==> config.mk <==
export PLATFORM = sky130hd
export DESIGN_NAME = rst_sequencer
export DESIGN_NICKNAME = d
export VERILOG_FILES = /design/src/rtl/rst_sequencer.sv
export SDC_FILE = /design/constraint.sdc
export NUM_CORES = 1
export LEC_CHECK = 0
export ABC_AREA = 1
export CAP_MARGIN = 5
export CORE_MARGIN = 5
export CORE_UTILIZATION = 29
export DETAILED_ROUTE_END_ITERATION = 8
export SLEW_MARGIN = 40
export SYNTH_ARGS = -nofsm -noshare
export SYNTH_HDL_FRONTEND = slang
export SYNTH_SLANG_ARGS = --single-unit
==> constraint.sdc <==
create_clock -name i_clk -period 1.3 [get_ports i_clk]
set_input_delay 0.325 -clock i_clk [delete_from_list [all_inputs] [get_ports i_clk]]
set_output_delay 0.325 -clock i_clk [all_outputs]
set_load 0.05 [all_outputs]
==> src/rtl/rst_sequencer.sv <==
// rst_sequencer: drives the DUT's active-low reset from a master synchronous
// reset and from software reset requests. It guarantees a minimum low time
// and a release-to-ready delay, and keeps a saturating count of completed
// sequences.
// Optional watchdog: define RST_SEQ_WDOG_EN to add i_wdog_kick/o_wdog_fired.
// Without it the watchdog ports and logic are absent and WDOG_CYCLES is unused.
module rst_sequencer #(
    parameter int unsigned ASSERT_CYCLES  = 16,
    parameter int unsigned RELEASE_CYCLES = 4,
    parameter int unsigned WDOG_CYCLES    = 1024,
    parameter int unsigned CNT_W          = 8
) (
    input  logic             i_clk,
    input  logic             i_rst,
    input  logic             i_sw_rst_req,
    output logic             o_sw_rst_ack,
    output logic             o_rst_n,
    output logic             o_rst_done,
    output logic [CNT_W-1:0] o_rst_count
`ifdef RST_SEQ_WDOG_EN
    ,
    input  logic             i_wdog_kick,
    output logic             o_wdog_fired
`endif
);

    // One phase counter serves both timed states.
    localparam int unsigned PH_MAX =
        (ASSERT_CYCLES > RELEASE_CYCLES) ? ASSERT_CYCLES : RELEASE_CYCLES;
    localparam int unsigned PH_W = (PH_MAX > 1) ? $clog2(PH_MAX) : 1;
    localparam logic [PH_W-1:0]  ASSERT_LAST  = PH_W'(ASSERT_CYCLES - 1);
    localparam logic [PH_W-1:0]  RELEASE_LAST = PH_W'(RELEASE_CYCLES - 1);
    localparam logic [CNT_W-1:0] COUNT_MAX    = {CNT_W{1'b1}};

    typedef enum logic [1:0] {
        ST_ASSERT,
        ST_RELEASE,
        ST_RUN
    } state_t;

    state_t           r_state;
    state_t           w_state_nxt;
    logic [PH_W-1:0]  r_phase;
    logic [PH_W-1:0]  w_phase_nxt;
    logic [CNT_W-1:0] r_count;
    logic [CNT_W-1:0] w_count_nxt;
    logic             r_req_q;
    logic             r_ack;
    logic             r_rst_n;
    logic             r_done;
    logic             w_req_edge;
    logic             w_expire;

    // A held request is accepted only on the cycle it first appears high.
    assign w_req_edge = i_sw_rst_req & ~r_req_q;

`ifdef RST_SEQ_WDOG_EN
    localparam int unsigned      WD_W      = $clog2(WDOG_CYCLES);
    localparam logic [WD_W-1:0]  WDOG_LAST = WD_W'(WDOG_CYCLES - 1);

    logic [WD_W-1:0] r_wdog;
    logic [WD_W-1:0] w_wdog_nxt;
    logic            r_fired;

    // A kick in the expiry cycle wins, so it is part of the expiry condition.
    assign w_expire = (r_state == ST_RUN) && !i_wdog_kick && (r_wdog == WDOG_LAST);

    // Watchdog counts idle RUN cycles; anything else clears it.
    always_comb begin
        w_wdog_nxt = r_wdog + WD_W'(1);
        if ((r_state != ST_RUN) || i_wdog_kick || w_expire) begin
            w_wdog_nxt = '0;
        end
    end

    // Watchdog counter and sticky expiry flag; only the master reset clears the flag.
    always_ff @(posedge i_clk) begin
        if (i_rst) begin
            r_wdog  <= '0;
            r_fired <= 1'b0;
        end else begin
            r_wdog <= w_wdog_nxt;
            if (w_expire) begin
                r_fired <= 1'b1;
            end
        end
    end

    assign o_wdog_fired = r_fired;
`else
    logic w_unused_wdog;

    assign w_expire      = 1'b0;
    assign w_unused_wdog = ^WDOG_CYCLES;
`endif

    // Next-state logic; a restart (request or watchdog) overrides the phase walk.
    always_comb begin
        w_state_nxt = r_state;
        w_phase_nxt = r_phase + PH_W'(1);
        w_count_nxt = r_count;
        case (r_state)
            ST_ASSERT: begin
                if (r_phase == ASSERT_LAST) begin
                    w_state_nxt = ST_RELEASE;
                    w_phase_nxt = '0;
                end
            end
            ST_RELEASE: begin
                if (r_phase == RELEASE_LAST) begin
                    w_state_nxt = ST_RUN;
                    w_phase_nxt = '0;
                    if (r_count != COUNT_MAX) begin
                        w_count_nxt = r_count + CNT_W'(1);
                    end
                end
            end
            ST_RUN: begin
                w_phase_nxt = r_phase;
            end
            default: begin
                w_state_nxt = ST_ASSERT;
                w_phase_nxt = '0;
            end
        endcase
        // An aborted release must not count as a completed sequence.
        if (w_req_edge || w_expire) begin
            w_state_nxt = ST_ASSERT;
            w_phase_nxt = '0;
            w_count_nxt = r_count;
        end
    end

    // State, counters and output flops; outputs are decoded from the next state.
    always_ff @(posedge i_clk) begin
        if (i_rst) begin
            r_state <= ST_ASSERT;
            r_phase <= '0;
            r_count <= '0;
            r_req_q <= 1'b0;
            r_ack   <= 1'b0;
            r_rst_n <= 1'b0;
            r_done  <= 1'b0;
        end else begin
            r_state <= w_state_nxt;
            r_phase <= w_phase_nxt;
            r_count <= w_count_nxt;
            r_req_q <= i_sw_rst_req;
            r_ack   <= w_req_edge;
            r_rst_n <= (w_state_nxt != ST_ASSERT);
            r_done  <= (w_state_nxt == ST_RUN);
        end
    end

    assign o_sw_rst_ack = r_ack;
    assign o_rst_n      = r_rst_n;
    assign o_rst_done   = r_done;
    assign o_rst_count  = r_count;

endmodule

* Yosys cells after proc, flatten, opt, wreduce, memory -nomap -nowiden
Index checks and enable logic that the tools add are counted.
** Word-level totals
- Register bits after elaboration :: 18
- Output and inout bits :: 11
** Cells by class
- Add/sub/neg operators :: 2
- Equal/unequal tests :: 6
- Multiplexer cells :: 7
- Bitwise operators :: 3
- Reductions and logical operators :: 4
** Operators with widths (number)
- 4-bit one-hot mux with 3 select lines :: 1
- 8-bit by 1-bit adder with 8-bit output, second input constant :: 1
- 4-bit 2-to-1 mux :: 2
- 8-bit inequality test, second input constant :: 1
- 2-bit 2-to-1 mux :: 3
- 2-bit one-hot mux with 3 select lines :: 1
- 4-bit by 1-bit adder with 4-bit output, second input constant :: 1
- 2-bit == test, second input constant :: 2
- 4-bit by 2-bit == test with 1-bit output, second input constant :: 1
- 4-bit == test, second input constant :: 1
- 4-bit AND reduction :: 1
- 2-bit by 1-bit == test with 1-bit output, second input constant :: 1
- 2-bit zero test :: 1
- 1-bit inverter :: 2
- 2-bit nonzero test :: 1
- 2-bit OR reduction :: 1
- 1-bit bitwise AND :: 1

* Depth between registers and ports, before layout
- Depth after elaboration :: 5
- Gate-level depth with buffers :: 9
- Mapped depth without buffers :: 9

* Worst setup path after synthesis
OpenSTA, ideal clock, no wires.
- Path type :: register -> register
- Start point :: register r_count[1], in the netlist o_rst_count[1]
- End point :: register r_count[4], in the netlist o_rst_count[4]
- Library setup time :: 0.066 ns
- Arrival :: 1.568 ns
- Slack :: -0.334 ns
- Cell stages (with the launch flop) :: 8
- Buffers on the path :: 0
- Clock period less this slack :: 1.634 ns
- Cell sequence :: dfxtp_1 ha_1 nand2_2 nor2_4 nand2_4 nand3_4 nand2_1 a21oi_2
** On the way
- Cells in the longest elaborated chain, start to end :: 2
- Elaborated cells between the ends (all ways) :: 3
- Classes of those cells :: add/sub: 1; eq/ne: 1; reduce/logical: 1
** Ends and longest elaborated chain
- start: declaration :: line 45 : logic [CNT_W-1:0] r_count;
- start signal: assignment :: line 147 : r_count <= w_count_nxt;
- branches (longest 2 deep; another with 8-bit by 1-bit adder with 8-bit output)
Several ways; the timed one is not identified.
A chain may end at the register's enable or synchronous reset.

* Final worst setup path
- Start point :: register r_count[0], in the netlist o_rst_count[0]
- End point :: register r_count[4], in the netlist o_rst_count[4]
Same word-level chain as after synthesis.

==> run_results.csv <==
group,metric,value,unit
clock_network,root_buffer,"clkbuf_4",
synth,synthDistinctLibCells,23,
clock_network,cts_tree,"built",
worst_hold_path,holdCritStartpoint,"r_phase[3]",
timing,drv_slew,0,
final_layout,diodes,0,
timing,rsz0062_at_grt,"true",
global_routing,grt_pass1_wl,3788,µm
global_routing,antenna_found_initial,0,
detailed_routing,avgRoutedWirePerCell,10.39,µm
timing,min_period_over_period,98.91,%
clock_network,cts_buffers,3,
timing,slew_headroom,84.10,%
clock_network,hold_buffers,0,
synth,synthSimpleGateAreaFrac,34.95,%
worst_hold_path,min_to,"r_phase[3]",
timing,worst_slack,0.01416,ns
floorplan,coreArea,3053,µm²
synth,synthMuxAreaShare,0,%
global_routing,grt_pass1_vias,935,
floorplan,die-area,4428,µm²
synth,netlist_instances,130,
placed_design,io_buffers,13,
floorplan,die_w,66.54,µm
synth,synth_xor_area_share,2.834,%
floorplan,rows,20,
critical_path,crit_type,"flop to flop",
pwr,power_density,680.3,nW/µm²
clock_network,path_clk_slew,0.10,ns
critical_path,crit_slowest_cell,"dfxtp_4",
timing,fmax,0.7777,GHz
critical_path,path_cells,"ha_4 > nand2_4 > nor2_4 > nand2_4 > inv_4 > nor2_4 > nand2_2 > a21oi_2",
critical_path,worstPathArrival,1.51,ns
critical_path,crit_path_start,"o_rst_count[0]",
final_layout,seq_area,377.9,µm²
final_layout,fin_util,47.46,%
synth,syn_nets,135,
critical_path,max_stage_delay,0.37,ns
synth,synth_area_leaders,"dfxtp_1, nand2_1, nor2_1, inv_1, a21oi_2",
timing,hold_viol,0,
synth,synth-compound-area-share,12.82,%
placed_design,place.gp.congestion,0.8529,
detailed_routing,drt_iter0_markers,38,
detailed_routing,routed_wirelength,2120,µm
placed_design,hpwl,1599,µm
clock_network,clock_path_buffers,2,
timing,fin_worst_skew,0.003035,ns
global_routing,grt_max_degree,11,
final_layout,nFillCells,299,
global_routing,grt.total_usage,11.03,%
detailed_routing,ant_nets,0,
placed_design,dp_cells,195,
detailed_routing,routed_via_density,4.328,
synth,ys_seq_area_share,38.87,%
critical_path,worstPathRequired,1.53,ns
synth,synth-seq-cells,18,
clock_network,clock_sinks,18,
final_layout,syn_to_final_growth,56.28,%
timing,fin_crit,1.286,ns
worst_hold_path,holdPathStages,2,
synth,synth_adder_area_share,2.699,%
synth,yosys_warnings,0,
clock_network,cts_max_level,1,
timing,tightest_slew,0.2379,ns
worst_hold_path,hold_path_class,"flop to flop",
synth,syn_avg_cell_area,7.132,µm²
floorplan,die_h,66.54,µm
final_layout,mostFrequentLayoutCells,"nand2_1, inv_1, nor2_1",
synth,yosys.area.top_type_share,38.87,%
synth,netlist_area,927.1,µm²
final_layout,final_common_cell,"nand2_1",
critical_path,rr_endpoint,"o_rst_count[4]",
critical_path,cp-start-kind,"flop",
synth,synth_area_leader_cell,"dfxtp_1",
run_status,status,"completed",
detailed_routing,drt_first_pass_iters,4,
timing,fin_tns_setup,0,ns
pwr,ir_drop,0.0002372,V
placed_design,pre_cts_slack,-0.2194,ns
critical_path,r2r-start,"o_rst_count[0]",
clock_network,clk_latency,0.29,ns
global_routing,grt_overflow,0,
final_layout,drive_above_1_share,41.88,%
synth,synth_top_family_by_area,"simple AND/OR/NAND/NOR gates",
pwr,p_leak,0.6111,nW
final_layout,fin_nets,166,
flow_run,drv_cap,0,
detailed_routing,drc_errors,0,
floorplan,start_util,30.37,%
critical_path,r2r_slack,0.01,ns
floorplan,ioPinCount,14,
final_layout,multiInputGateArea,560.5,µm²
timing,setup_violations,0,
critical_path,crit_fanout,7,
critical_path,cp-end-kind,"flop",
final_layout,finalNonFillerCells,204,
critical_path,r2r_cells,8,
detailed_routing,vias,883,
## per-stage QoR
step                      hold slack (ns)  total power, mW  cell area [µm²]
after global placement             0.4808           0.6434             1318
after detailed placement           0.4891           0.6452             1318
after CTS                          0.5044           0.9960             1369
after floorplan                    0.4320           0.6061            959.7
after global routing               0.5492            1.036             1449
final                              0.5135           0.9856             1449
## cells in the mapped netlist, drive strengths merged
cell type  instances
a21oi             10
xor2               3
nand4              1
nor2              19
buf                1
ha                 2
o31ai              1
inv               18
dfxtp             18
nand3b             2
nand3              6
nand2             41
o211ai             1
o21ai              7
## critical path, delay by kind of cell (launching register included)
family | cells | cell delay, ns
compound gates | 1 | 0.11
buf+inv | 1 | 0.04
flops | 1 | 0.37
fa+ha+maj | 1 | 0.17
simple gates | 5 | 0.53
## worst max-delay path by stage
stage,end,slack (ns)
3_5_place_dp,o_rst_count[4],-0.22
2_1_floorplan,o_rst_count[4],0.05
3_3_place_gp,o_rst_count[4],-0.14
4_1_cts,o_rst_count[4],-0.0007
6_report,o_rst_count[4],0.01
5_1_grt,o_rst_count[3],-0.07
## final cells by class
class	instances	area share, %
Clock buffer	4	2.504
Tap cell	44	3.800
Multi-Input combinational cell	93	38.69
Timing Repair Buffer	27	24.09
Inverter	18	4.836
Sequential cell	18	26.08
## metal layers
metal | part of all wire (%) | up-vias | track usage [%]
met1 | 45 | 400 | 12.23
met4 | 0.52 | 0 | 4.315
met5 | 0 | - | 0
met2 | 51 | 14 | 19.43
met3 | 3.4 | 2 | 3.373
li1 | - | 467 | -
## flip-flops by register name, indices dropped and copies added (netlist names)
register	flops
o_rst_n	1
r_phase	4
r_req_q	1
o_rst_done	1
o_sw_rst_ack	1
o_rst_count	8
r_state	2
## report_power, final
group	total, mW	leakage (nW)	switching [mW]	internal (mW)
logic	0.0808	0.439	0.0388	0.0421
registers	0.562	0.151	0.00629	0.556
clock network	0.343	0.0210	0.172	0.170
## kinds of logic after synthesis
logic type | count (synthesis)
adders and majority gates | 2
AOI/OAI and AO/OA | 19
DFF | 18
and+or+nand+nor | 69
xor gates and xnor gates | 3
buffers and inverters | 19
## repair_timing
item,in CTS,in global routing
buffers inserted,0,5
pin swaps,2,8
setup endpoints to repair,8,10
gates resized for setup,4,13
Note: power is estimated with default switching activity, not from simulation.
